[config.mk]
export PLATFORM = sky130hd
export DESIGN_NAME = fifo_burst_reader_flat
export DESIGN_NICKNAME = d
export VERILOG_FILES = /design/src/rtl/fifo_burst_reader_pkg.sv /design/src/rtl/fifo_burst_reader_if.sv /design/src/rtl/fifo_skid_buf2.sv /design/src/rtl/fifo_burst_reader.sv /design/src/flat_wrapper.sv
export SDC_FILE = /design/constraint.sdc
export NUM_CORES = 1
export LEC_CHECK = 0
export ABC_AREA = 1
export CAP_MARGIN = 20
export CORE_MARGIN = 2
export CORE_UTILIZATION = 27
export CTS_BUF_LIST = sky130_fd_sc_hd__clkbuf_8
export DETAILED_ROUTE_END_ITERATION = 16
export GPL_ROUTABILITY_DRIVEN = 1
export GPL_TIMING_DRIVEN = 1
export SKIP_CTS_REPAIR_TIMING = 1
export SYNTH_ARGS = -nofsm -noshare
export SYNTH_HDL_FRONTEND = slang
export SYNTH_SLANG_ARGS = --single-unit
[constraint.sdc]
create_clock -name clk -period 2.8 [get_ports clk]
set_clock_uncertainty 0.1 [all_clocks]
set_input_delay 0.42 -clock clk [delete_from_list [all_inputs] [get_ports clk]]
set_output_delay 0.42 -clock clk [all_outputs]
set_load 0.01 [all_outputs]
[src/rtl/fifo_burst_reader_pkg.sv]
// Shared types and defaults for the FIFO burst reader.
package fifo_burst_reader_pkg;

    localparam int unsigned DEF_WIDTH = 8;

    typedef enum logic [1:0] {
        ST_IDLE  = 2'd0,
        ST_RUN   = 2'd1,
        ST_DRAIN = 2'd2
    } state_t;

endpackage

[src/rtl/fifo_burst_reader_if.sv]
// FIFO pop port plus valid/ready output stream, seen from the reader (master) side.
interface fifo_burst_reader_if #(
    parameter int unsigned WIDTH = fifo_burst_reader_pkg::DEF_WIDTH
);
    import fifo_burst_reader_pkg::*;

    logic             fifo_rd_en;
    logic             fifo_empty;
    logic [WIDTH-1:0] fifo_rdata;
    logic             m_valid;
    logic [WIDTH-1:0] m_data;
    logic             m_ready;

    modport master (
        output fifo_rd_en,
        input  fifo_empty,
        input  fifo_rdata,
        output m_valid,
        output m_data,
        input  m_ready
    );

    modport slave (
        input  fifo_rd_en,
        output fifo_empty,
        output fifo_rdata,
        input  m_valid,
        input  m_data,
        output m_ready
    );

endinterface

[src/rtl/fifo_skid_buf2.sv]
// Two-entry in-order valid/ready buffer; head entry drives the output.
// The writer must never push into a full buffer unless a pop happens in the same cycle.
module fifo_skid_buf2 #(
    parameter int unsigned WIDTH = 8
) (
    input  logic             clk,
    input  logic             res_n,
    input  logic             in_valid,
    input  logic [WIDTH-1:0] in_data,
    output logic             out_valid,
    output logic [WIDTH-1:0] out_data,
    input  logic             out_ready,
    output logic [1:0]       occupancy
);

    logic [WIDTH-1:0] head_q;
    logic [WIDTH-1:0] tail_q;
    logic [1:0]       occ_q;
    logic             pop;

    assign pop       = (occ_q != 2'd0) && out_ready;
    assign out_valid = (occ_q != 2'd0);
    assign out_data  = head_q;
    assign occupancy = occ_q;

    // Entry storage and occupancy: push fills the first free slot, pop shifts tail to head.
    always_ff @(posedge clk or negedge res_n) begin
        if (!res_n) begin
            head_q <= '0;
            tail_q <= '0;
            occ_q  <= '0;
        end else begin
            unique case ({in_valid, pop})
                2'b10: begin
                    if (occ_q == 2'd0) head_q <= in_data;
                    else               tail_q <= in_data;
                    occ_q <= occ_q + 2'd1;
                end
                2'b01: begin
                    head_q <= tail_q;
                    occ_q  <= occ_q - 2'd1;
                end
                2'b11: begin
                    if (occ_q == 2'd1) begin
                        head_q <= in_data;
                    end else begin
                        head_q <= tail_q;
                        tail_q <= in_data;
                    end
                end
                default: ;
            endcase
        end
    end

endmodule

[src/rtl/fifo_burst_reader.sv]
// Read-side burst master: pops a commanded number of words from the FIFO and
// streams them out through a 2-entry buffer that hides the FIFO read latency.
module fifo_burst_reader
    import fifo_burst_reader_pkg::*;
#(
    parameter int unsigned WIDTH     = DEF_WIDTH,
    parameter int unsigned MAX_BURST = 255,
    parameter int unsigned LEN_W     = $clog2(MAX_BURST + 1)
) (
    input  logic                clk,
    input  logic                res_n,
    input  logic                start,
    input  logic [LEN_W-1:0]    burst_len,
    output logic                busy,
    output logic                done,
    output logic [LEN_W-1:0]    rd_count,
    fifo_burst_reader_if.master bus
);

    state_t           state_q, state_d;
    logic [LEN_W-1:0] len_q;
    logic [LEN_W-1:0] issued_q;
    logic             inflight_q;
    logic             zdone_q;
    logic [1:0]       occ;
    logic [2:0]       slots;
    logic             xfer;
    logic             accept;
    logic             rd_en;
    logic             drain_done;

    fifo_skid_buf2 #(.WIDTH(WIDTH)) u_buf (
        .clk       (clk),
        .res_n     (res_n),
        .in_valid  (inflight_q),
        .in_data   (bus.fifo_rdata),
        .out_valid (bus.m_valid),
        .out_data  (bus.m_data),
        .out_ready (bus.m_ready),
        .occupancy (occ)
    );

    assign xfer = bus.m_valid && bus.m_ready;
    // Slots committed to buffered or in-flight words; a word leaving this cycle
    // frees its slot in time, which is what lets pops run back to back.
    assign slots = {1'b0, occ} + {2'b00, inflight_q} - {2'b00, xfer};

    assign bus.fifo_rd_en = rd_en;
    assign busy           = (state_q != ST_IDLE);
    assign done           = drain_done || zdone_q;

    // State register.
    always_ff @(posedge clk or negedge res_n) begin
        if (!res_n) state_q <= ST_IDLE;
        else        state_q <= state_d;
    end

    // Next-state, start acceptance, pop strobe and end-of-burst detection.
    always_comb begin
        state_d    = state_q;
        accept     = 1'b0;
        rd_en      = 1'b0;
        drain_done = 1'b0;
        unique case (state_q)
            ST_IDLE: begin
                if (start) begin
                    accept = 1'b1;
                    if (burst_len != '0) state_d = ST_RUN;
                end
            end
            ST_RUN: begin
                rd_en = !bus.fifo_empty && (issued_q < len_q) && (slots < 3'd2);
                if (issued_q == len_q) state_d = ST_DRAIN;
            end
            ST_DRAIN: begin
                if ((occ == 2'd0) && !inflight_q) begin
                    drain_done = 1'b1;
                    state_d    = ST_IDLE;
                end
            end
            default: state_d = ST_IDLE;
        endcase
    end

    // Burst length latch, issue/in-flight tracking, delivered-word count, zero-length done.
    always_ff @(posedge clk or negedge res_n) begin
        if (!res_n) begin
            len_q      <= '0;
            issued_q   <= '0;
            inflight_q <= 1'b0;
            zdone_q    <= 1'b0;
            rd_count   <= '0;
        end else begin
            inflight_q <= rd_en;
            zdone_q    <= accept && (burst_len == '0);
            if (accept) begin
                len_q    <= burst_len;
                issued_q <= '0;
            end else if (rd_en) begin
                issued_q <= issued_q + LEN_W'(1);
            end
            if (accept)    rd_count <= '0;
            else if (xfer) rd_count <= rd_count + LEN_W'(1);
        end
    end

endmodule

[src/flat_wrapper.sv]
// flat-port wrapper written by rule: the top's interface ports become plain ports
module fifo_burst_reader_flat import fifo_burst_reader_pkg::*;
#(
    parameter int unsigned WIDTH     = DEF_WIDTH,
    parameter int unsigned MAX_BURST = 255,
    parameter int unsigned LEN_W     = $clog2(MAX_BURST + 1)
)
  (clk, res_n, start, burst_len, busy, done, rd_count, bus_fifo_rd_en, bus_fifo_empty, bus_fifo_rdata, bus_m_valid, bus_m_data, bus_m_ready);
  fifo_burst_reader_if #(.WIDTH(WIDTH)) bus_i ();
  input  logic clk;
  input  logic res_n;
  input  logic start;
  input  logic [LEN_W-1:0] burst_len;
  output logic busy;
  output logic done;
  output logic [LEN_W-1:0] rd_count;
  output wire logic [$bits(bus_i.fifo_rd_en)-1:0] bus_fifo_rd_en;
  input wire logic [$bits(bus_i.fifo_empty)-1:0] bus_fifo_empty;
  input wire logic [$bits(bus_i.fifo_rdata)-1:0] bus_fifo_rdata;
  output wire logic [$bits(bus_i.m_valid)-1:0] bus_m_valid;
  output wire logic [$bits(bus_i.m_data)-1:0] bus_m_data;
  input wire logic [$bits(bus_i.m_ready)-1:0] bus_m_ready;
  assign bus_fifo_rd_en = bus_i.fifo_rd_en;
  assign bus_i.fifo_empty = bus_fifo_empty;
  assign bus_i.fifo_rdata = bus_fifo_rdata;
  assign bus_m_valid = bus_i.m_valid;
  assign bus_m_data = bus_i.m_data;
  assign bus_i.m_ready = bus_m_ready;
  fifo_burst_reader #(.WIDTH(WIDTH), .MAX_BURST(MAX_BURST), .LEN_W(LEN_W)) u_core (.clk(clk), .res_n(res_n), .start(start), .burst_len(burst_len), .busy(busy), .done(done), .rd_count(rd_count), .bus(bus_i));
endmodule
# Yosys cells after proc, flatten, opt, wreduce, memory -nomap -nowiden
# Cells that the tools add are included.
# word_totals
word_cells	74
latchBits	0
out_inout_bits	20
ramBits	0
regBits	46
memories	0
romBits	0
inputBits	21
# op_classes
n_div	0
n_addsub	6
n_shift	0
order_cmp	2
n_mul	0
reduce_logical	22
n_eq_ne	14
bitwise	0
mux	21
# ops
op	n
two-way mux 8 bit	8
one-hot mux 8 bit (3 select lines)	1
adder 8 x 1 -> 8 bit, second input constant	2
one-hot mux 8 bit (2 select lines)	1
nonzero test 2 bit	6
equality test 8 bit	1
zero test 8 bit	1
less-than comparator 8 bit	1
two-way mux 2 bit	4
!= test 2 x 1 -> 1 bit, second input constant	4
nonzero test 8 bit	1
equality test 2 x 1 -> 1 bit, second input constant	3
equality test 2 bit, second input constant	3
!= test 2 bit, second input constant	3
one-hot mux 2 bit (3 select lines)	1
logical AND 1 bit	5
two-way mux 1 bit	5
zero test 2 bit	2
one-hot mux 2 bit (2 select lines)	1
AND reduction 4 bit	1
adder 2 x 1 -> 3 bit	1
less-than comparator 3 x 2 -> 1 bit, second input constant	1
AND reduction 3 bit	1
nonzero test 3 bit	1
6 further kinds	7

# Logic depth before layout (Yosys ltp)
# Gate-level depths: netlist (run 1).
# depth
depth_word	8
mapped_depth	17
depth_no_buf	17

# Hierarchy
# A second synthesis (run 1) with hierarchy kept.
# unflattened
hier_cells	368
hier_area_um2	2832.7
# modules_own_cells
mod	area_each_um2	n_inst	cells_each
fifo_burst_reader	1795.5	1	241
fifo_skid_buf2	1037.2	1	127

# Least setup slack after synthesis (run 1)
# Ideal clock, no wire load.
# synth_timing
path_type	register to output
start	register u_core.u_buf.occ_q[1] (netlist: u_core.u_buf.occupancy[1])
end	output port bus_fifo_rd_en
arrival_ps	2410
n_path_buf	0
path_stages_with_launch	15
required_time_ps	2280
slack_ps	-130
path_cell_list	dfrtp_1 inv_1 ha_1 nor2_4 inv_1 ha_1 inv_1 nand2_1 fa_1 nand2_1 nor2_1 nand2_1 nor2_2 nand2_2 inv_2
# synth_between
elab_chain_len	6
word_cells_on_any_way	7
# synth_rtl
element	line_no	text
from (decl)	fifo_skid_buf2.sv:18	logic [1:0] occ_q;
from (signal assigned)	fifo_skid_buf2.sv:37	occ_q <= occ_q + 2'd1;
from (signal assigned)	fifo_skid_buf2.sv:41	occ_q <= occ_q - 2'd1;
parallel branches: the longest is 2 deep, another holds adder 2 x 1 -> 3 bit	-	
subtractor 3 x 1 -> 3 bit *	fifo_burst_reader.sv:46	assign slots = {1'b0, occ} + {2'b00, inflight_q} - {2'b00, xfer};
less-than comparator 3 x 2 -> 1 bit *	fifo_burst_reader.sv:72	rd_en = !bus.fifo_empty && (issued_q < len_q) && (slots < 3'd2);
logical AND 1 bit *	fifo_burst_reader.sv:72	
two-way mux 1 bit *	fifo_burst_reader.sv:64	unique case (state_q)
to (decl)	flat_wrapper.sv:17	output wire logic [$bits(bus_i.fifo_rd_en)-1:0] bus_fifo_rd_en;
# Mark *: on every way between the ends.

# Worst setup path in the final report (run 1)
# layout_timing
start	register u_core.u_buf.occ_q[0] (netlist: u_core.u_buf.occupancy[0])
end	output port bus_fifo_rd_en
# Same word-level chain as after synthesis.

==> results.md, run 1 <==
- Of the cells placed in the final design, the portion with a size suffix greater than 1 is 0.1200.
- Across the run, the number of max-cap violations was 0.
- The clock drives 46 sinks.
- The storage element area is 0.001151 sq mm.
- The final antenna diode count is 0.
- The most numerous cell in the Yosys netlist is nand2_1.
- Ranked by total cell area, the synthesized netlist is headed by dfrtp_1, nand2_1, inv_1.
- The checks that failed: setup timing.
- The time the worst path needs with I/O delays and setup is 2.918 ns.
- The critical path startpoint category is a flop.
- The remaining antenna violation count is 0.
- The synthesized netlist contains 28 unique library cells.
- The detail-routed via count per cell is 4.323.
- The number of failing hold endpoints at the final stage is 0.
- The root buffer cell chosen for the clock tree is clkbuf_8.
- The terminating pin of the worst hold path is u_core.len_q[3].
- The core area is 0.009284 sq mm.
- The finished cells cover 0.003407 sq mm.
- The count of final setup violators is 1.
- The first routing iteration left 109 violations.
- The overflow left after global routing is 0.
- From bottom edge to top edge, the die measures 102.2 um.
- The detailed router placed 2287 vias in this run.
- The commonest cells after synthesis are nand2_1, inv_1, dfrtp_1.
- The post-route worst setup slack is -0.1183 ns.
- The total wirelength of the detailed-routed design is 5688 um.
- In the final design database the tool counted 434 nets.
- The largest fanout on the critical path is 3.
- The most frequently used flop master after synthesis is dfrtp_1.
- The number of antenna violations at the first check in global routing was 0.
- The run finished, with violations left.
- After clock tree synthesis, the clock-pin slew on the worst setup and hold paths is 0.09 ns.
- The worst hold path belongs to the class reg2reg.
- After synthesis the netlist holds a flip-flop and latch count of 46.
- The number of global-route vias before repair is 2128.
- The slew at the pin with the worst max-slew slack is 0.4566 ns.
- The gate count after technology mapping is 341.
- The leakage dissipation is 1.713 nW.
- Entering global routing, the biggest net connects 28 pins.
- The destination of the worst register-to-register timing path is u_core.issued_q[3].
- The timing-limited maximum frequency is 342.7 MHz.
- The final worst-path cycle share is 1.042.
- 41 I/O pins were placed.
- The floorplan has 35 rows.
- The cell accounting for the most synthesized area is dfrtp_1.
- The total die area is 0.01045 sq mm.
- In this run the mean area of a mapped cell was 7.639 sq um.
- The data required time at the worst endpoint is 2.28 ns.
- The reg-to-reg critical path startpoint is u_core.u_buf.occupancy[0].
- Dividing total power by cell area gives a power density of 930.0 mW/mm^2.
- The number of nets handed over by synthesis was 376.
- The utilization after layout is 0.3670.
- The worst slew slack as a fraction of its limit is 0.6956.
- The total placed instance area is 0.003247 sq mm.
- Setup repair after global routing could not meet its margin everywhere.
- TritonCTS built the clock tree.
- In this run, CTS created clock tree buffers numbering 5.
- Across every metal layer, demand over resource in global routing totals 0.1157.
- In this run, synthesis inferred 0 flip-flops with an integrated enable.
- After synthesis, the share of flip-flops with an asynchronous set or reset is 1.000.
- The number of design rule violations left after detail routing is 0.
- The first global-routing pass estimated 9549 um of wire.
- Data arrives at the worst endpoint at 2.40 ns.
- The number of pins exceeding their max-slew limit in the final report came to 0.
- The largest single stage delay on the critical path is 0.50 ns.
- At the later pin of the worst-skew pair, clock insertion delay measures 0.30 ns.
- The worst setup path is captured at an output pin.
- The Yosys step of the flow raised 0 warnings.
- Along the worst hold path, the cell count comes to 2.
- VDD sags by at most 343.2 uV.
- Summing all multi-input logic gate instances after layout gives 0.001212 sq mm.
- Buffers placed on the I/O ports in this run total 40.
- The routed wire length per instance is 10.75 um.
- The number of cells on the worst reg-to-reg path is 17.
- The flop-to-flop setup slack is 0.33 ns.
- The effective utilization at floorplan is 0.2806.
- From left edge to right edge, the die measures 102.2 um.
- The critical path goes through inv_1, ha_4, nor2_4, inv_2, ha_4, inv_4, nand2_4, fa_1, nand2_1, nor2_1, nand2_1, nor2_2, nand2_2, inv_2, buf_6.
- The first TritonRoute pass finished after 6 iterations.
- In this run the deepest clock path goes through 2 buffers.
- The count of filler cells inserted in the layout is 979.
- The area growth from synthesis to layout is 30.79%.
- The synthesized cell area is 0.002605 sq mm.
- The hold path startpoint is u_core.len_q[3].
- The half-perimeter wire length after placement is 4376 um.
- In this run the number of H-tree levels came out at 2.
- The type of the setup path with the least slack is reg2out.
- The final weighted congestion of routability-driven global placement is 0.7897.
- Of the synthesized area, sequential elements account for 0.4419.
- The share of synthesized area in the top cell type comes to 0.4419.
- The slowest library cell on the worst path is fa_1.
## registers in the layout, indices dropped and copies added (netlist names)
name / flops
u_core.zdone_q: 1
u_core.issued_q: 8
u_core.u_buf.tail_q: 8
u_core.len_q: 8
u_core.rd_count: 8
u_core.inflight_q: 1
u_core.u_buf.occupancy: 2
u_core.state_q: 2
u_core.u_buf.out_data: 8
## layout by cell type, fill, tap and decap left out, types with 2 or more instances in the layout
| master | Yosys | layout |
|---|---|---|
| inv_1 | 59 | 56 |
| nor2_1 | 31 | 31 |
| nor2_2 | 3 | 3 |
| inv_2 | 4 | 6 |
| nand4_1 | 6 | 6 |
| nand3_1 | 30 | 30 |
| nand2_2 | 3 | 3 |
| ha_1 | 13 | 11 |
| o21ai_1 | 2 | 2 |
| buf_4 | 1 | 16 |
| o21ai_0 | 21 | 21 |
| a21oi_1 | 5 | 5 |
| nand2_1 | 88 | 87 |
| nor3_1 | 6 | 6 |
| clkbuf_8 | 0 | 5 |
| a31oi_1 | 8 | 8 |
| clkdlybuf4s50_1 | 0 | 37 |
| ha_4 | 0 | 2 |
| dfrtp_1 | 46 | 46 |
| clkinvlp_4 | 0 | 2 |
| xor2_1 | 2 | 2 |
## how the worst max path moves through the flow
stage                                   start        endpoint  slack, ns
floorplan           u_core.u_buf.occupancy[1]  bus_fifo_rd_en       0.02
global placement                  bus_m_ready  bus_fifo_rd_en      -0.75
detailed placement                bus_m_ready  bus_fifo_rd_en      -0.75
CTS                               bus_m_ready  bus_fifo_rd_en      -0.76
global route        u_core.u_buf.occupancy[1]  bus_fifo_rd_en      -0.29
finish              u_core.u_buf.occupancy[0]  bus_fifo_rd_en      -0.12
## cell families (layout without fill, tap and decap cells)
family / count (synthesis) / after routing / share of synthesized area
AND/OR/NAND/NOR: 170 / 170 / 0.2800
adder cells (fa/ha/maj): 14 / 14 / 0.07013
AO/OA/AOI/OAI: 39 / 39 / 0.09270
XOR/XNOR: 3 / 3 / 0.01009
flip-flops: 46 / 46 / 0.4419
buffers and inverters: 69 / 128 / 0.1052
## report_power, final
part | total [mW] | leakage, nW | switching [mW] | internal, mW
logic | 1.59 | 1.08 | 0.846 | 0.742
clock network | 0.499 | 0.0504 | 0.234 | 0.266
registers | 1.08 | 0.585 | 0.168 | 0.913
total | 3.17 | 1.71 | 1.25 | 1.92
## per-layer routing
layer | part of all wire | track usage | routed length, um
met5 | 0 | 0 | 0
met3 | 0.046 | 0.02462 | 261
met1 | 0.49 | 0.1573 | 2802
met4 | 0.0070 | 0.03692 | 40
met2 | 0.45 | 0.1847 | 2584
## layout make-up
| cell class | instances | area share |
|---|---|---|
| multi-input cells | 226 | 0.3559 |
| flip-flops and latches | 46 | 0.3379 |
| repair buffers | 57 | 0.1553 |
| well taps | 129 | 0.04737 |
| clock buffers | 5 | 0.02020 |
| clock inverters | 3 | 0.01322 |
| inverters | 63 | 0.07014 |
## critical path: cells and delay by family, from the launching register on
kind | cells | cell delay [ns]
adders and majority gates | 3 | 0.89
DFF | 1 | 0.35
buffers and inverters | 5 | 0.35
and+or+nand+nor | 7 | 0.51
## per-stage QoR
stage | setup TNS (ns) | cells | setup slack (ns) | total power [mW] | hold WS (ns)
global placement | -2.088 | 520 | -0.7455 | 2.597 | 0.2985
global route | -0.2864 | 529 | -0.2864 | 3.458 | 0.4098
CTS | -0.7634 | 528 | -0.7634 | 3.148 | -0.04403
finish | -0.1183 | 529 | -0.1183 | 3.169 | 0.3921
floorplan | 0 | 341 | 0.01622 | 2.019 | 0.02441
detailed placement | -2.257 | 520 | -0.7523 | 2.635 | 0.2927
(Power assumes the default switching activity.)
==> inputs of run 2 (changes only) <==
- CORE_ASPECT_RATIO: default -> 1.2
==> run 2 against run 1 <==
Effect of this change:
- the run still ends with setup timing left
- utilization down 0.95 points
- register-to-register slack worse by 0.11 ns
- die area about the same
- cell count down 1.7%
- via count up 0.17%
- combinational power about the same
- design area down 0.66%
- clock-buffer cell count unchanged
- worst setup slack worse by 0.10 ns
- sequential cell count unchanged
- hold slack worse by 0.29 ns
- critical endpoint unchanged
==> results.md, run 2 (synthesis gave the netlist of run 1 again) <==
- Outcome: complete, but fails checks (unchanged).
- Violations in the final reports: setup timing (unchanged).
- The post-route worst setup slack is -0.2209 ns (was -0.1183 ns).
- The detail-routed via count per cell is 4.406 (was 4.323).
- The worst slew slack as a fraction of its limit is 0.6014 (was 0.6956).
- The flop-to-flop setup slack is 0.22 ns (was 0.33 ns).
- The number of design rule violations left after detail routing was 0 (unchanged).
- The number of antenna violations at the first check in global routing is 0 (unchanged).
- The total power was 3.173 mW (was 3.169 mW).
- The total die area is 0.01045 sq mm (about the same).
- The area of all placed cells without fillers was 0.003385 sq mm (was 0.003407 sq mm).
- The number of search-and-repair iterations in the first detailed-routing pass is 4 (was 6).
- In this design, the critical path's most frequently occurring cell is inv_2.
- The data required time at the worst endpoint is 2.28 ns (about the same).
- The H-tree level count is 2 (unchanged).
- The die width was 93.67 um (was 102.2 um).
- The arrival time reported for the critical path endpoint is 2.50 ns (was 2.40 ns).
- The final net count came to 431 (was 434).
- The share of post-route cells with drive strength above 1 is 0.1209 (was 0.1200).
- The leakage dissipation is 1.709 nW (was 1.713 nW).
- The final non-filler cell total is 520 (was 529).
- The remaining antenna violation count is 0 (unchanged).
- The number of global-route vias before repair came to 2198 (was 2128).
- The number of clock sinks is 46 (unchanged).
- The library cell used as clock root buffer is clkbuf_8 (unchanged).
- The power share of the sequential group is 0.341 (about the same).
- The destination of the worst register-to-register timing path is u_core.issued_q[6] (was u_core.issued_q[3]).
- The clock-pin slew of the registers on the worst-case setup and hold paths came to 0.09 ns (about the same).
- The total I/O pin count is 41 (unchanged).
- The worst stage delay on the critical path is 0.53 ns (was 0.50 ns).
- The overflow left after global routing came to 0 (unchanged).
- The total power per unit cell area was 937.6 mW/mm^2 (was 930.0 mW/mm^2).
- The timing-limited maximum frequency was 331.0 MHz (was 342.7 MHz).
- The height of the chip is 111.6 um (was 102.2 um).
- The setup TNS is -0.2209 ns (was -0.1183 ns).
- CP Cell Sequence: inv_2, ha_4, nor2_4, inv_2, ha_4, inv_4, nand2_4, fa_1, nand2_1, nor2_2, nand2_2, nor2_4, nand2_2, inv_2, buf_6 (was inv_1, ha_4, nor2_4, inv_2, ha_4, inv_4, nand2_4, fa_1, nand2_1, nor2_1, nand2_1, nor2_2, nand2_2, inv_2, buf_6).
- The reg-to-reg critical path startpoint is u_core.u_buf.occupancy[1] (was u_core.u_buf.occupancy[0]).
- The clock tree from TritonCTS is yes (unchanged).
- The utilization after layout is 0.3575 (was 0.3670).
- The largest voltage drop on the vdd net is 241.7 uV (was 343.2 uV).
- The first-pass GRT wire length is 9742 um (was 9549 um).
- The number of failing hold endpoints at the final stage is 0 (unchanged).
- The CTS buffer count is 5 (unchanged).
- The max capacitance violation total came to 0 (unchanged).
- The most common library cell in the layout ignoring fill and taps is nand2_1 (unchanged).
- The reported net switching power is 1.261 mW (was 1.248 mW).
- The first-iteration detailed-routing DRC count is 72 (was 109).
- The number of buffers added on ports is 40 (unchanged).
- The critical path startpoint category is a flop (unchanged).
- The nature of the critical path endpoint is an output pin (unchanged).
- The final worst-path cycle share came to 1.079 (was 1.042).
- The storage element area is 0.001151 sq mm (unchanged).
- The global-route usage over all layers is 0.1142 (was 0.1157).
- The area added between synthesis and finish is 29.92% (was 30.79%).
- RSZ-0062 raised after global routing: yes (unchanged).
- The slew at the pin with the worst max-slew slack was 0.5979 ns (was 0.4566 ns).
- The number of pins exceeding their max-slew limit in the final report is 0 (unchanged).
- The multi-input gate area in the final layout is 0.001227 sq mm (was 0.001212 sq mm).
- The number of cell instances on the worst register-to-register path is 17 (unchanged).
- The time the worst path needs with I/O delays and setup is 3.021 ns (was 2.918 ns).
- The half-perimeter wire length after placement came to 4272 um (was 4376 um).
- The final weighted congestion of routability-driven global placement is 0.7489 (was 0.7897).
- The final antenna diode count was 0 (unchanged).
- The largest fanout on the critical path is 3 (unchanged).
- The count of filler cells inserted in the layout is 1012 (was 979).
- The number of buffers between clock root and the deepest sink is 2 (unchanged).
- The total wirelength of the detailed-routed design is 5715 um (was 5688 um).
- The internal power contribution came to 1.912 mW (was 1.920 mW).
- The slowest library cell on the worst path is fa_1 (unchanged).
- The share of power burned in combinational logic is 0.503 (was 0.501).
- The path type of the worst min-delay path is in2async (was reg2reg).
- The clock insertion delay at the later pin of the skew report is 0.30 ns (about the same).
- The number of cells after detailed placement is 510 (was 520).
- The total placed instance area came to 0.003209 sq mm (was 0.003247 sq mm).
- The fraction of power spent switching nets came to 0.3974 (was 0.3939).
- The routed wire length per instance is 10.99 um (was 10.75 um).
- The type of the setup path with the least slack is reg2out (unchanged).
- The count of final setup violators was 1 (unchanged).
- The number of vias in the routed layout came to 2291 (was 2287).
- The share of power burned in the clock network is 0.156 (was 0.158).
- The core area came to 0.009467 sq mm (was 0.009284 sq mm).
- The pin count of the biggest net entering global routing is 47 (was 28).
- The floorplan row count came to 39 (was 35).
- The effective utilization at floorplan is 0.2752 (was 0.2806).
- Highest-count cells in the layout ignoring fill and taps: nand2_1, inv_1, dfrtp_1 (unchanged).
[run 2: cell types whose count changed in the layout (fill, tap and decap cells not counted), sizes merged]
cell,change
dlygate4sd3,-1
clkinvlp,-2
clkinv,+2
buf,-2
[run 2: cell type report]
| type | count | share of cell area |
|---|---|---|
| flip-flops and latches | 46 | 0.3401 |
| inverters | 63 | 0.07061 |
| multi-input cells | 226 | 0.3627 |
| clock buffers | 5 | 0.02033 |
| well taps | 123 | 0.04547 |
| clock inverters | 3 | 0.01183 |
| repair buffers | 54 | 0.1490 |
[run 2: worst max-delay path by stage]
| stage | from | endpoint | slack, ns |
|---|---|---|---|
| 2_1_floorplan | u_core.u_buf.occupancy[1] | bus_fifo_rd_en | 0.02 |
| 6_report | u_core.u_buf.occupancy[1] | bus_fifo_rd_en | -0.22 |
| 4_1_cts | bus_m_ready | bus_fifo_rd_en | -0.86 |
| 3_5_place_dp | bus_m_ready | bus_fifo_rd_en | -0.85 |
| 3_3_place_gp | bus_m_ready | bus_fifo_rd_en | -0.81 |
| 5_1_grt | u_core.u_buf.occupancy[1] | bus_fifo_rd_en | -0.40 |
[run 2: power by group through the flow]
stage / Clock, mW / Sequential (mW) / Combinational (mW)
6_report: 0.494 / 1.08 / 1.60
5_1_grt: 0.539 / 1.12 / 1.82
4_1_cts: 0.514 / 1.08 / 1.50
3_5_place_dp: 0 / 1.10 / 1.50
3_3_place_gp: 0 / 1.08 / 1.46
2_1_floorplan: 0 / 1.11 / 0.905
[run 2: layer usage]
layer,global-route usage,part of all wire,wire length [um],vias to the layer above
li1,-,-,-,1182
met3,0.02030,0.042,239,9
met4,0.03478,0.013,72,0
met5,0,0,0,-
met2,0.2029,0.51,2917,44
met1,0.1397,0.43,2486,1056
[run 2: worst max-delay path, delay by kind of cell (launching register included)]
family                     cells  cell delay (ns)
buffers and inverters          5             0.33
adders and majority gates      3             0.92
and+or+nand+nor                7             0.58
DFF                            1             0.37
[run 2: metrics by stage]
step	hold slack [ns]	setup WS, ns
floorplan	0.02441	0.01622
global placement	0.3702	-0.8123
detailed placement	0.3742	-0.8458
CTS	0.1314	-0.8605
global route	0.1598	-0.3982
finish	0.09932	-0.2209
